## src/rtl/beta_issue_arbiter_pkg.sv

```systemverilog
// beta_issue_arbiter_pkg
//   Shared types and constants for the Beta issue arbiter slice.
//   inst_reg    : instruction word layout {op, src1, src2, dest, unused}
//   BETA_NOP    : bubble instruction driven when nothing issues
//   BETA_R31    : register that never participates in a RAW hazard
//   arb_state_e : issue-stage FSM states
package beta_issue_arbiter_pkg;

    typedef struct packed {
        logic [5:0]  op;
        logic [4:0]  src1;
        logic [4:0]  src2;
        logic [4:0]  dest;
        logic [10:0] unused;
    } inst_reg;

    localparam logic [31:0] BETA_NOP = 32'h0000_0000;
    localparam logic [4:0]  BETA_R31 = 5'd31;

    typedef enum logic [1:0] {
        IDLE,
        ISSUE,
        HOLD_ST
    } arb_state_e;

endpackage

```

## src/rtl/beta_issue_arbiter_rr.sv

```systemverilog
// beta_rr_arbiter
//   Purely combinational round-robin picker. Scans the request vector
//   starting at ptr and wrapping modulo NREQ; the first set bit wins.
// Ports
//   req  in  NREQ          request vector
//   ptr  in  $clog2(NREQ)  index that has highest priority this cycle
//   gnt  out NREQ          one-hot winner (all zero when no request)
//   idx  out $clog2(NREQ)  binary index of the winner (0 when none)
//   any  out 1             at least one request present
module beta_rr_arbiter
    import beta_issue_arbiter_pkg::*;
#(
    parameter int NREQ = 4
) (
    input  logic [NREQ-1:0]         req,
    input  logic [$clog2(NREQ)-1:0] ptr,
    output logic [NREQ-1:0]         gnt,
    output logic [$clog2(NREQ)-1:0] idx,
    output logic                    any
);

    localparam int IDX_W = $clog2(NREQ);

    always_comb begin
        logic [IDX_W-1:0] cand;
        gnt  = '0;
        idx  = '0;
        any  = 1'b0;
        cand = '0;
        for (int unsigned off = 0; off < NREQ; off++) begin
            cand = IDX_W'((32'(ptr) + off) % NREQ);
            if (!any && req[cand]) begin
                any       = 1'b1;
                idx       = cand;
                gnt[cand] = 1'b1;
            end
        end
    end

endmodule

```

## src/rtl/beta_issue_arbiter.sv

```systemverilog
// beta_issue_arbiter
//   Shares the Beta DUT instruction port among NREQ stimulus sources.
//   Round-robin arbitration, one registered instruction per cycle, freezes
//   on HOLD. Optional RAW interlock enabled by defining BETA_ARB_HAZARD_EN:
//   a winner whose src1/src2 (other than R31) matches any of the last
//   HAZ_DEPTH issued destinations is stalled and a bubble is issued instead.
// Ports
//   CLK          in   1              clock, posedge
//   RST          in   1              synchronous reset, active-high
//   req_valid    in   NREQ           requester i has an instruction
//   req_instr    in   32*NREQ        requester i instruction at [32*i +: 32]
//   req_ready    out  NREQ           one-hot grant, transfer on valid && ready
//   HOLD         in   1              DUT back-pressure, freezes the issue stage
//   INSTR        out  32             registered instruction to the DUT
//   INSTR_VALID  out  1              INSTR is a real instruction
//   grant_id     out  $clog2(NREQ)   requester that produced the last issue
//   issue_cnt    out  CNT_W          real instructions issued, wraps
module beta_issue_arbiter
    import beta_issue_arbiter_pkg::*;
#(
    parameter int NREQ      = 4,
    parameter int HAZ_DEPTH = 3,
    parameter int CNT_W     = 16
) (
    input  logic                    CLK,
    input  logic                    RST,
    input  logic [NREQ-1:0]         req_valid,
    input  logic [32*NREQ-1:0]      req_instr,
    output logic [NREQ-1:0]         req_ready,
    input  logic                    HOLD,
    output logic [31:0]             INSTR,
    output logic                    INSTR_VALID,
    output logic [$clog2(NREQ)-1:0] grant_id,
    output logic [CNT_W-1:0]        issue_cnt
);

    localparam int IDX_W = $clog2(NREQ);

    if (NREQ < 2 || NREQ > 8) begin : g_bad_nreq
        $error("beta_issue_arbiter: NREQ must be 2..8");
    end
    if (HAZ_DEPTH < 1 || HAZ_DEPTH > 4) begin : g_bad_haz
        $error("beta_issue_arbiter: HAZ_DEPTH must be 1..4");
    end

    arb_state_e       state;
    logic [IDX_W-1:0] rr_ptr;
    logic [IDX_W-1:0] win_idx;
    logic [NREQ-1:0]  win_gnt;
    logic             win_any;
    inst_reg          win_f;
    inst_reg          instr_q;
    logic             stall;
    logic             accept;

    beta_rr_arbiter #(
        .NREQ (NREQ)
    ) u_rr (
        .req (req_valid),
        .ptr (rr_ptr),
        .gnt (win_gnt),
        .idx (win_idx),
        .any (win_any)
    );

    // Winner's instruction word.
    always_comb begin
        win_f = '0;
        for (int unsigned i = 0; i < NREQ; i++) begin
            if (win_idx == IDX_W'(i)) begin
                win_f = inst_reg'(req_instr[32*i +: 32]);
            end
        end
    end

    // HOLD and a hazard stall both take precedence over a pending request.
    assign accept    = !RST && !HOLD && win_any && !stall;
    assign req_ready = accept ? win_gnt : '0;
    assign INSTR     = instr_q;

`ifdef BETA_ARB_HAZARD_EN
    // Destinations of the last HAZ_DEPTH issue slots, newest at index 0.
    // Bubbles push R31 so the window drains while a consumer is stalled.
    logic [HAZ_DEPTH-1:0][4:0] window;
    logic [4:0]                push_dest;

    always_comb begin
        stall = 1'b0;
        if (win_any) begin
            for (int unsigned d = 0; d < HAZ_DEPTH; d++) begin
                if ((win_f.src1 != BETA_R31 && win_f.src1 == window[d]) ||
                    (win_f.src2 != BETA_R31 && win_f.src2 == window[d])) begin
                    stall = 1'b1;
                end
            end
        end
    end

    assign push_dest = accept ? win_f.dest : BETA_R31;

    always_ff @(posedge CLK) begin
        if (RST) begin
            window <= '1;
        end else if (!HOLD) begin
            window[0] <= push_dest;
            for (int unsigned d = 1; d < HAZ_DEPTH; d++) begin
                window[d] <= window[d-1];
            end
        end
    end
`else
    assign stall = 1'b0;
`endif

    always_ff @(posedge CLK) begin
        if (RST) begin
            state       <= IDLE;
            instr_q     <= inst_reg'(BETA_NOP);
            INSTR_VALID <= 1'b0;
            grant_id    <= '0;
            issue_cnt   <= '0;
            rr_ptr      <= '0;
        end else begin
            unique case (state)
                IDLE: begin
                    if (HOLD)         state <= HOLD_ST;
                    else if (win_any) state <= ISSUE;
                end
                ISSUE: begin
                    if (HOLD)          state <= HOLD_ST;
                    else if (!win_any) state <= IDLE;
                end
                HOLD_ST: begin
                    if (!HOLD) state <= win_any ? ISSUE : IDLE;
                end
                default: state <= IDLE;
            endcase

            if (!HOLD) begin
                if (accept) begin
                    instr_q     <= win_f;
                    INSTR_VALID <= 1'b1;
                    grant_id    <= win_idx;
                    issue_cnt   <= issue_cnt + 1'b1;
                    rr_ptr      <= (win_idx == IDX_W'(NREQ - 1)) ? '0 : win_idx + 1'b1;
                end else begin
                    instr_q     <= inst_reg'(BETA_NOP);
                    INSTR_VALID <= 1'b0;
                end
            end
        end
    end

endmodule

```

## config.mk

```make
export PLATFORM = sky130hd
export DESIGN_NAME = beta_issue_arbiter
export DESIGN_NICKNAME = d
export VERILOG_FILES = /design/src/rtl/beta_issue_arbiter_pkg.sv /design/src/rtl/beta_issue_arbiter_rr.sv /design/src/rtl/beta_issue_arbiter.sv
export SDC_FILE = /design/constraint.sdc
export NUM_CORES = 1
export LEC_CHECK = 0
export CAP_MARGIN = 10
export CORE_UTILIZATION = 35
export CTS_CLUSTER_DIAMETER = 30
export DETAILED_ROUTE_END_ITERATION = 8
export GPL_TIMING_DRIVEN = 0
export PLACE_DENSITY = 0.82
export SLEW_MARGIN = 5
export SYNTH_ARGS = -nofsm -noshare
export SYNTH_HDL_FRONTEND = slang
export SYNTH_SLANG_ARGS = --single-unit
```

## constraint.sdc

```tcl
create_clock -name CLK -period 3.6 [get_ports CLK]
set_input_delay 0.54 -clock CLK [delete_from_list [all_inputs] [get_ports CLK]]
set_output_delay 0.54 -clock CLK [all_outputs]
set_load 0.01 [all_outputs]
```

==> results of run 1 <==
## cells in the final DEF, fill, tap and decap left out, types with 2 or more instances in the layout
cell,instances
o21ai_1,8
nand4_1,5
dfxtp_4,2
buf_2,7
dlymetal6s2s_1,2
nor3_1,4
mux4_2,4
ha_1,9
xnor2_1,6
o21ai_0,27
clkbuf_2,5
and2_4,2
nor2_1,25
a21oi_1,66
nand3b_1,32
and4_1,2
ha_4,3
clkbuf_1,6
and3_1,4
nand3_1,5
dfxtp_1,51
a22o_1,37
o21a_1,4
nand2_1,73
clkbuf_8,6
dlygate4sd2_1,2
o41a_1,2
a22oi_1,4
buf_6,3
clkbuf_4,10
inv_1,5
clkdlybuf4s50_1,185
a21oi_2,2
xor2_1,8
buf_4,12
## power groups by stage
stage	Sequential, mW	Clock [mW]	Combinational [mW]
5_1_grt	0.916	0.399	4.48
3_5_place_dp	0.906	0	3.60
4_1_cts	0.894	0.374	3.90
2_1_floorplan	0.964	0	2.27
6_report	0.897	0.366	4.06
3_3_place_gp	0.896	0	3.50
## registers in the layout (all words and copies together) (netlist names)
signal,flops
INSTR,32
INSTR_VALID,1
grant_id,2
issue_cnt,16
rr_ptr,2
## routing by layer
metal,up-vias,part of all wire,global-route usage
li1,2026,-,-
met1,1949,0.42,0.2834
met2,154,0.49,0.4490
met3,22,0.062,0.04348
met4,0,0.018,0.06689
met5,-,0,0
## synthesized netlist by cell type (all sizes together), types with 2 or more instances
cell type / n / area (µm²)
a22o: 37 / 324.1
clkbuf: 29 / 108.9
xnor2: 6 / 52.55
nand3b: 32 / 240.2
and4: 2 / 17.52
nor2b: 2 / 12.51
inv: 7 / 26.28
mux4: 4 / 90.09
nand4: 5 / 31.28
nand3: 5 / 25.02
nand2: 74 / 277.8
nor2: 26 / 97.59
and2: 3 / 18.77
buf: 10 / 67.56
ha: 13 / 162.7
xor2: 8 / 70.07
nor3: 4 / 20.02
o41a: 2 / 22.52
and3: 4 / 25.02
a22oi: 4 / 30.03
a21oi: 68 / 340.3
dfxtp: 53 / 1061
o21ai: 35 / 175.2
o21a: 4 / 30.03
## through the flow
step | power (mW) | std cells | setup TNS [ns] | hold slack [ns] | utilization
final | 5.322 | 783 | 0 | 0.4751 | 0.6189
after global placement | 4.396 | 769 | -22.27 | 0.4403 | 0.5859
after CTS | 5.168 | 779 | 0 | 0.4801 | 0.6116
after global routing | 5.793 | 783 | -0.3347 | 0.5023 | 0.6189
after detailed placement | 4.509 | 769 | -24.50 | 0.4544 | 0.5859
after floorplan | 3.237 | 451 | 0 | 0.4971 | -
## worst register-to-register path, stage by stage, from the launching register on
cell      delay [ns]
dfxtp_4         0.39
clkbuf_8        0.17
inv_1           0.12
ha_4            0.33
mux4_2          0.58
nor2_2          0.17
and2_4          0.18
a311o_1         0.20
nand2_2         0.11
ha_4            0.20
clkbuf_4        0.17
buf_4           0.18
nand2_1         0.06
a21oi_1         0.06
a21oi_1         0.16
o21ai_0         0.11
a22o_1          0.19
## repair_timing
item | CTS | global route
setup buffers | 5 | 4
resized for setup | 44 | 40
gates cloned | 0 | 0
pin swaps | 2 | 0
setup endpoints to repair | 37 | 35
## area by class of cell
type | instances | area (µm²) | area share
buffer | 36 | 235.2 | 0.04037
multi-input combinational | 352 | 2260 | 0.3878
inverter | 7 | 30.03 | 0.005154
sequential | 53 | 1069 | 0.1834
clock inverter | 3 | 28.78 | 0.004939
clock buffer | 5 | 68.82 | 0.01181
tap | 129 | 161.4 | 0.02770
timing repair buffer | 198 | 1974 | 0.3388
## cells by family after synthesis
kind of cell,Yosys count,share of synthesized area
simple gates,161,0.2301
compound gates,158,0.2898
flops,53,0.3068
buf+inv,46,0.05861
xor+xnor,14,0.03546
fa+ha+maj,13,0.04703
mux,6,0.03220
## path summary, 6_finish.rpt
| kind | end | slack [ns] |
|---|---|---|
| worst max-delay path | INSTR[13]$_SDFFE_PP0N_ | 0.13 |
| worst min-delay path | INSTR_VALID$_SDFFE_PP0N_ | 0.48 |
| worst max register to register | INSTR[13]$_SDFFE_PP0N_ | 0.13 |
| worst min register to register | INSTR_VALID$_SDFFE_PP0N_ | 0.48 |
==> flow_summary_export.csv, run 1 <==
group,metric,value,unit
synth,yosys_most_used_dff,"dfxtp_1",
setup_path,worst-endpoint-required,3.81,ns
global_route,grt_remaining_overflow,0,
floorplanning,floorplan.die.height,101.4,µm
power_and_ir_drop,power_report.internal_total,2.822,mW
clock_tree,cts.htree.levels,2,
status,outcome,"finished clean",
synth,synth-async-reset-ratio,0,
synth,synth_seq_area_share,0.3068,
floorplanning,fp.dieW,101.4,µm
power_and_ir_drop,power.sequential.fraction,0.169,
setup_path,critPathKind,"reg -> reg",
setup_path,timing.critical_path.slowest_stage_cell,"mux4_2",
timing,finalMaxSlewViolations,0,
power_and_ir_drop,peakVddDrop,0.4189,mV
timing,grt_setup_unrepaired,"yes",
timing,finalClockSkew,0.01689,ns
timing,worst_pin_slew,0.5054,ns
setup_path,critical_path.max_fanout,10,
timing,final_min_period,3.469,ns
setup_path,r2r-start,"rr_ptr[1]$_SDFFE_PP0P_",
finish,area_growth,68.49,%
setup_path,cp-startpoint,"rr_ptr[1]$_SDFFE_PP0P_",
routing,route.final.wire_length,12.93,mm
timing,slew-limit-headroom,0.6631,
routing,dr.pass1.iters,4,
synth,mappedNetlistArea,3458,µm²
timing,timing.final.setup_violations,0,
global_route,grt_pass1_vias,4031,
place,post-place-ws,-0.8192,ns
synth,synth_seq_cells,53,
place,dpl-instance-area,5517,µm²
timing,fmax,288.3,MHz
routing,drt-vias-per-instance,5.301,
timing,post-route-period-util,0.9636,
finish,design_area,5827,µm²
power_and_ir_drop,p_leak,2.200,nW
routing,dr_total_vias,4151,
place,placement.io_buffers,189,
routing,drt_drc_violations_left,0,
setup_path,setup.worst_path.start_class,"flop",
floorplanning,floorplan.initialDensity,0.3673,
synth,synthesis.area_per_instance,7.668,µm²
flow_run,number_of_maximum_capacitance_constraint_violations,0,
routing,drt-initial-drc-count,71,
timing,timing.final.hold_violations,0,
synth,synth_cell_type_count,40,
synth,yosys_warnings,0,
setup_path,end_kind,"flop",
power_and_ir_drop,fraction_of_power_consumed_by_combinational_cells,0.763,
place,post-dp-hpwl,9.789,mm
clock_tree,cts_buffer_depth,2,
routing,detail-route-antenna-nets,0,
min_path,hold-path-cell-count,1,
floorplanning,fp-row-count,35,
setup_path,r2r_cells,16,
setup_path,arrival,3.68,ns
finish,finalNetCount,801,
power_and_ir_drop,switching_share,0.4697,
setup_path,cpLargestDelayFamily,"compound AO/OA/AOI/OAI gates",
clock_tree,cts_tree,"done",
global_route,gr-usage-all-layers,0.2418,
floorplanning,placeableCoreArea,9415,µm²
setup_path,critical_path_buf_inv_count,4,
clock_tree,cts_made_buffers,5,
clock_tree,clock_sink_count,53,
setup_path,max_stage_delay,0.58,ns
synth,synth_edf_count,0,
timing,final.setup.worst_slack,0.1311,ns
setup_path,number_of_logic_stages_on_the_critical_path_including_buffering,16,
min_path,timing.hold.worst.class,"reg -> reg",
clock_tree,worstSkewPairLatency,0.31,ns
global_route,grt_start_max_net_pins,20,
clock_tree,clk_root_buffer_cell,"clkbuf_8",
power_and_ir_drop,switchingPower,2.499,mW
floorplanning,io-pin-count,190,
finish,post_route_cells_drive_above_1_share,0.1040,
clock_tree,cts.clk_slew.worst_paths,0.11,ns
min_path,min_from,"INSTR_VALID$_SDFFE_PP0N_",
finish,final.fill_count,810,
synth,synth_nets,599,
setup_path,crit_chain,"clkbuf_8 > inv_1 > ha_4 > mux4_2 > nor2_2 > and2_4 > a311o_1 > nand2_2 > ha_4 > clkbuf_4 > buf_4 > nand2_1 > a21oi_1 > a21oi_1 > o21ai_0 > a22o_1",
routing,drt-wirelength-per-cell,16.52,µm
clock_tree,cts_hold_repair.buffers,0,
floorplanning,die_area,10280,µm²
power_and_ir_drop,power-per-cell-area,913.3,nW/µm²
synth,syn-instance-count,451,
global_route,global_route_wire_length_before_repair,19.69,mm
power_and_ir_drop,pwr-share-clk,0.069,
finish,num_antenna_cells,0,
global_route,antenna_violations_before_repair,0,
place,gp_congestion,0.8805,
No activity file was read; power rests on OpenSTA's default activity.
==> inputs of run 2 (changes only) <==
--- a/config.mk
+++ b/config.mk
@@ -6,10 +6,12 @@
 export NUM_CORES = 1
 export LEC_CHECK = 0
 export CAP_MARGIN = 10
+export CORE_ASPECT_RATIO = 0.9
 export CORE_UTILIZATION = 35
 export CTS_CLUSTER_DIAMETER = 30
 export DETAILED_ROUTE_END_ITERATION = 8
 export GPL_TIMING_DRIVEN = 0
+export HOLD_SLACK_MARGIN = 0.05
 export PLACE_DENSITY = 0.82
 export SLEW_MARGIN = 5
 export SYNTH_ARGS = -nofsm -noshare
==> flow_summary_export.csv, run 2 (synthesis results as in run 1) <==
group,metric,value,unit
status,outcome,"finished clean",
global_route,globalRouteMet2Util,0.4258,
global_route,gr-usage-all-layers,0.2359,
global_route,grt_pass1_vias,3979,
setup_path,timing.critical_path.slowest_stage_cell,"mux4_2",
setup_path,number_of_logic_stages_on_the_critical_path_including_buffering,14,
power_and_ir_drop,peakVddDrop,0.6794,mV
clock_tree,cts.htree.levels,2,
routing,drt-initial-drc-count,265,
global_route,global_route_met3_utilization,0.04265,
timing,finalMaxSlewViolations,0,
power_and_ir_drop,power_report.internal_total,2.720,mW
routing,dr.pass1.iters,5,
floorplanning,fp-row-count,34,
global_route,grt_start_max_net_pins,19,
routing,route.final.wire_length,12.73,mm
min_path,timing.hold.worst.class,"reg -> reg",
power_and_ir_drop,p_leak,2.215,nW
routing,dr_total_vias,4197,
global_route,global_route_wire_length_before_repair,19.40,mm
finish,num_antenna_cells,0,
setup_path,worst-endpoint-required,3.81,ns
global_route,globalRoute.busiestLayer,"met2",
setup_path,end_kind,"flop",
finish,post_route_cells_drive_above_1_share,0.1011,
floorplanning,placeableCoreArea,9614,µm²
place,gp_congestion,0.8997,
finish,mostFrequentLayoutCell,"clkdlybuf4s50_1",
clock_tree,cts_buffer_depth,2,
power_and_ir_drop,power-per-cell-area,890.3,nW/µm²
finish,layout.cells.most_common_list,"clkdlybuf4s50_1, nand2_1, a21oi_1",
finish,largest_register_ffs,32,
setup_path,crit_chain,"buf_8 > clkinvlp_4 > ha_4 > mux4_2 > nor2_4 > and2_4 > a311o_1 > and2_1 > ha_4 > buf_2 > a21oi_1 > a21oi_1 > o21ai_1 > a22o_1",
routing,drt-wirelength-per-cell,16.35,µm
clock_tree,cts.clk_slew.worst_paths,0.10,ns
setup_path,critical_path.max_fanout,10,
power_and_ir_drop,fraction_of_power_consumed_by_combinational_cells,0.759,
setup_path,max_stage_delay,0.63,ns
power_and_ir_drop,pwr-share-clk,0.068,
clock_tree,worstSkewPairLatency,0.30,ns
timing,slew-limit-headroom,0.6507,
floorplanning,fp.dieW,106.8,µm
clock_tree,cts_tree,"done",
global_route,antenna_violations_before_repair,0,
setup_path,r2r-end,"INSTR[5]$_SDFFE_PP0N_",
global_route,grt_remaining_overflow,0,
setup_path,cpLargestDelayFamily,"compound AO/OA/AOI/OAI gates",
setup_path,reg2reg_setup_slack,0.18,ns
timing,worst_pin_slew,0.5219,ns
setup_path,r2r_cells,14,
timing,finalClockSkew,0.009234,ns
timing,timing.final.setup_violations,0,
setup_path,critPathKind,"reg -> reg",
global_route,grt_use_met1,0.2839,
finish,finalNetCount,800,
timing,fmax,292.0,MHz
setup_path,r2r-start,"rr_ptr[0]$_SDFFE_PP0P_",
finish,area_growth,67.55,%
clock_tree,cts_made_buffers,5,
power_and_ir_drop,switching_share,0.4727,
power_and_ir_drop,post-layout-total-power,5.159,mW
flow_run,number_of_maximum_capacitance_constraint_violations,0,
floorplanning,floorplan.die.height,96.30,µm
timing,hold_slack,0.4620,ns
setup_path,cp-startpoint,"rr_ptr[0]$_SDFFE_PP0P_",
clock_tree,clk_root_buffer_cell,"clkbuf_8",
finish,finish.utilization,0.6027,
timing,final_min_period,3.424,ns
setup_path,critical_path_buf_inv_count,3,
routing,drt-vias-per-instance,5.388,
floorplanning,io-pin-count,190,
setup_path,endpoint,"INSTR[5]$_SDFFE_PP0N_",
place,placement.io_buffers,189,
setup_path,arrival,3.63,ns
clock_tree,clock_sink_count,53,
power_and_ir_drop,power.sequential.fraction,0.173,
place,post-dp-hpwl,9.767,mm
routing,detail-route-antenna-nets,0,
routing,drt_drc_violations_left,0,
setup_path,setup.worst_path.start_class,"flop",
floorplanning,die_area,10280,µm²
floorplanning,floorplan.initialDensity,0.3597,
timing,timing.final.hold_violations,0,
power_and_ir_drop,switchingPower,2.439,mW
min_path,hold-path-cell-count,1,
timing,post-route-period-util,0.9512,
run 2: how the worst min path moves through the flow:
stage,startpoint,end
finish,INSTR_VALID$_SDFFE_PP0N_,INSTR_VALID$_SDFFE_PP0N_
global route,INSTR[6]$_SDFFE_PP0N_,INSTR[6]$_SDFFE_PP0N_
CTS,INSTR_VALID$_SDFFE_PP0N_,INSTR_VALID$_SDFFE_PP0N_
detailed placement,INSTR_VALID$_SDFFE_PP0N_,INSTR_VALID$_SDFFE_PP0N_
global placement,INSTR_VALID$_SDFFE_PP0N_,INSTR_VALID$_SDFFE_PP0N_
floorplan,INSTR_VALID$_SDFFE_PP0N_,INSTR_VALID$_SDFFE_PP0N_
run 2: what timing repair did:
item	4_1_cts	5_1_grt
setup buffers	5	3
setup endpoints to repair	37	36
gates resized for setup	33	32
hold buffers	0	0
pin swaps	1	1
run 2: power by group through the flow:
stage	Clock, mW	Combinational (mW)	Sequential (mW)
after floorplan	0	2.27	0.964
after global placement	0	3.46	0.895
after detailed placement	0	3.57	0.901
after CTS	0.363	3.72	0.891
after global routing	0.384	4.29	0.916
final	0.349	3.91	0.895
run 2: per-stage QoR:
stage	setup slack (ns)	instances	setup TNS (ns)	instance area (µm²)
after detailed placement	-0.7608	766	-23.95	5513
after global placement	-0.6380	766	-20.36	5513
after CTS	0.04111	776	0	5703
after global routing	-0.001650	779	-0.001650	5794
after floorplan	0.07238	451	0	3463
final	0.1755	779	0	5794
run 2: final cells by class:
class / count / area, µm²
plain buffers: 36 / 214.0
clock buffers: 5 / 68.82
clock inverters: 3 / 26.28
fillers: 884 / 3820
inverters: 7 / 30.03
multi-input cells: 352 / 2267
flip-flops and latches: 53 / 1069
well taps: 126 / 157.7
repair buffers: 197 / 1962
run 2: routing by layer:
metal  wire length [µm]  share of wire
met5                  0              0
met4                313          0.025
met3                802          0.063
met2               6372           0.50
met1               5244           0.41
==> inputs of run 3 (changes only) <==
--- a/config.mk
+++ b/config.mk
@@ -5,6 +5,7 @@
 export SDC_FILE = /design/constraint.sdc
 export NUM_CORES = 1
 export LEC_CHECK = 0
+export ABC_AREA = 1
 export CAP_MARGIN = 10
 export CORE_ASPECT_RATIO = 0.9
 export CORE_UTILIZATION = 35
@@ -12,7 +13,7 @@
 export DETAILED_ROUTE_END_ITERATION = 8
 export GPL_TIMING_DRIVEN = 0
 export HOLD_SLACK_MARGIN = 0.05
-export PLACE_DENSITY = 0.82
+export PLACE_DENSITY = 0.81
 export SLEW_MARGIN = 5
 export SYNTH_ARGS = -nofsm -noshare
 export SYNTH_HDL_FRONTEND = slang
==> constraint.sdc (replaced) <==
create_clock -name CLK -period 3.6 [get_ports CLK]
set_input_delay 1.08 -clock CLK [delete_from_list [all_inputs] [get_ports CLK]]
set_output_delay 1.08 -clock CLK [all_outputs]
set_load 0.01 [all_outputs]
==> flow_summary_export.csv, run 3 <==
group,metric,value,unit
routing,dr_total_vias,4680,
setup_path,critPathKind,"in -> out",
timing,timing.final.setup_violations,0,
finish,largest_register_ffs,32,
synth,synth_seq_area_share,0.2956,
finish,finalNetCount,889,
timing,fmax,285.3,MHz
finish,final-seq-area,1064,µm²
setup_path,critical_path.max_fanout,6,
place,place.detailed.instances,850,
synth,yosys_warnings,0,
finish,num_antenna_cells,0,
power_and_ir_drop,switchingPower,2.707,mW
global_route,grt_start_max_net_pins,17,
setup_path,crit_chain,"clkdlybuf4s15_1 > inv_1 > nand2_1 > nand3_2 > nand2_4 > buf_12 > nor2_4 > a22oi_1 > o21ai_0 > o21ai_1 > inv_1 > clkbuf_2",
synth,yosys_most_used_dff,"dfxtp_1",
synth,synth_top_family_by_area,"compound AO/OA/AOI/OAI gates",
power_and_ir_drop,power-per-cell-area,915.7,nW/µm²
clock_tree,cts_hold_repair.buffers,0,
clock_tree,cts_made_buffers,5,
power_and_ir_drop,post-layout-total-power,5.403,mW
finish,layout.cells.most_common_list,"clkdlybuf4s50_1, a21oi_1, nand3_1",
power_and_ir_drop,peakVddDrop,0.5236,mV
synth,synth_seq_cells,53,
clock_tree,worstSkewPairLatency,0.29,ns
timing,post-route-period-util,0.9736,
synth,netlist_top_cells_count,"a21oi_1, nand3_1, o21ai_0, nand2_1, dfxtp_1",
timing,final.setup.worst_slack,0.09505,ns
floorplanning,fp.dieW,108.8,µm
timing,final_min_period,3.505,ns
setup_path,cpLargestDelayFamily,"buffers and inverters",
clock_tree,cts_buffer_depth,2,
setup_path,reg2reg_setup_slack,0.25,ns
global_route,antenna_violations_before_repair,0,
power_and_ir_drop,switching_share,0.5010,
setup_path,worst-endpoint-required,2.52,ns
place,gp_congestion,0.8998,
synth,synthDominantCellAreaShare,0.2956,
setup_path,arrival,2.42,ns
finish,multi_input_combinational_cell_area,2230,µm²
routing,drt_drc_violations_left,0,
routing,drt-initial-drc-count,283,
finish,area_growth,64.38,%
setup_path,critical_path_buf_inv_count,5,
timing,finalClockSkew,0.007052,ns
clock_tree,cts.htree.levels,2,
floorplanning,floorplan.die.height,98.08,µm
routing,drt-wirelength-per-cell,15.84,µm
synth,synthesis.area_per_instance,6.685,µm²
timing,finalMaxSlewViolations,0,
setup_path,setup.worst_path.start_class,"primary input",
setup_path,end_kind,"output port",
routing,dr.pass1.iters,5,
synth,synth_compound_gate_area_share,0.2736,
finish,stdcell_count,868,
power_and_ir_drop,power.sequential.fraction,0.176,
floorplanning,placeableCoreArea,9827,µm²
place,placement.io_buffers,187,
setup_path,crit_path_frequent_cell,"inv_1",
synth,synth_cell_type_count,29,
finish,mostFrequentLayoutCell,"clkdlybuf4s50_1",
synth,synthTopCellsByArea,"dfxtp_1, a21oi_1, nand3_1, o21ai_0, nand2_1",
synth,synth_simple_gate_area_share,0.2694,
synth,yosys-mux-area-fraction,0,
place,post-place-ws,-0.6213,ns
timing,worst_pin_slew,0.5340,ns
floorplanning,io-pin-count,190,
timing,timing.final.hold_violations,0,
routing,route.final.wire_length,13.75,mm
power_and_ir_drop,power_report.internal_total,2.696,mW
min_path,timing.hold.worst.class,"reg -> reg",
flow_run,number_of_maximum_capacitance_constraint_violations,0,
timing,slew-limit-headroom,0.6440,
timing,fin_tns_setup,0,ns
finish,final.fill_count,896,
clock_tree,cts.clk_slew.worst_paths,0.07,ns
place,post-dp-hpwl,10.54,mm
global_route,global_route_wire_length_before_repair,21.53,mm
status,outcome,"finished clean",
routing,drt-vias-per-instance,5.392,
synth,post-synth-top-count-cell,"a21oi_1",
floorplanning,die_area,10670,µm²
synth,synth-async-reset-ratio,0,
global_route,grt_remaining_overflow,0,
synth,mappedNetlistArea,3590,µm²
floorplanning,fp-row-count,34,
power_and_ir_drop,fraction_of_power_consumed_by_combinational_cells,0.736,
global_route,grt_pass1_vias,4500,
power_and_ir_drop,p_leak,2.230,nW
setup_path,max_stage_delay,0.22,ns
clock_tree,clk_root_buffer_cell,"clkbuf_16",
synth,syn-instance-count,537,
clock_tree,clock_sink_count,53,
setup_path,timing.critical_path.slowest_stage_cell,"clkdlybuf4s15_1",
routing,detail-route-antenna-nets,0,
floorplanning,floorplan.initialDensity,0.3653,
power_and_ir_drop,pwr-share-clk,0.088,
synth,synth_area_in_adders,0.04531,
synth,synth_nets,685,
global_route,gr-usage-all-layers,0.2537,
clock_tree,cts_tree,"done",
synth,synth-xor-area-share,0.02196,
finish,post_route_cells_drive_above_1_share,0.1146,
synth,yosysTopAreaCell,"dfxtp_1",
synth,synth_edf_count,0,
[run 3: tightest hold or removal path, delay by kind of cell (launching register included)]
kind / cells / cell delay [ns]
DFF: 1 / 0.31
and+or+nand+nor: 2 / 0.12
[run 3: path summary, 6_finish.rpt]
| kind | cells past startpoint | end | startpoint |
|---|---|---|---|
| setup reg to reg | 18 | INSTR[12]$_SDFFE_PP0N_ | rr_ptr[1]$_SDFFE_PP0P_ |
| setup / recovery | 12 | req_ready[1] | req_valid[3] |
| hold / removal | 2 | INSTR_VALID$_SDFFE_PP0N_ | INSTR_VALID$_SDFFE_PP0N_ |
| hold reg to reg | 2 | INSTR_VALID$_SDFFE_PP0N_ | INSTR_VALID$_SDFFE_PP0N_ |
[run 3: cell families (layout without fill, tap and decap cells)]
logic type | count (synthesis) | after routing
AO/OA/AOI/OAI | 189 | 189
flip-flops | 53 | 53
buffers and inverters | 75 | 280
XOR/XNOR | 9 | 9
adder cells (fa/ha/maj) | 13 | 13
AND/OR/NAND/NOR | 198 | 198
[run 3: what timing repair did]
item / in CTS / in global routing
buffers inserted: 6 / 6
pin swaps: 3 / 6
endpoints found under the setup margin: 36 / 36
resized for setup: 20 / 42
[run 3: layout make-up]
class,count,share of cell area
buffer,39,0.03605
clock buffer,5,0.02120
clock inverter,3,0.002969
inverter,34,0.02439
multi-input combinational,409,0.3779
sequential,53,0.1802
tap,126,0.02672
timing repair buffer,199,0.3306
[run 3: metal layers]
layer | track usage | routed length, µm | vias to the layer above
li1 | - | - | 2261
met1 | 0.3051 | 5642 | 2184
met2 | 0.4547 | 6851 | 215
met3 | 0.05941 | 1021 | 20
met4 | 0.05094 | 231 | 0
met5 | 0 | 0 | -
[run 3: power groups by stage]
| stage | combinational (mW) | sequential (mW) | clock [mW] |
|---|---|---|---|
| finish | 3.98 | 0.950 | 0.476 |
| floorplan | 2.31 | 1.01 | 0 |
| global route | 4.37 | 0.972 | 0.504 |
| detailed placement | 3.67 | 0.943 | 0 |
| CTS | 3.78 | 0.940 | 0.479 |
| global placement | 3.57 | 0.940 | 0 |
[run 3: metrics by stage]
| stage | cell area (µm²) | hold slack, ns | util |
|---|---|---|---|
| 3_5_place_dp | 5619 | 0.4629 | 0.5718 |
| 3_3_place_gp | 5619 | 0.4591 | 0.5718 |
| 6_report | 5901 | 0.4726 | 0.6005 |
| 2_1_floorplan | 3590 | 0.4910 | - |
| 5_1_grt | 5901 | 0.4976 | 0.6005 |
| 4_1_cts | 5837 | 0.4752 | 0.5940 |
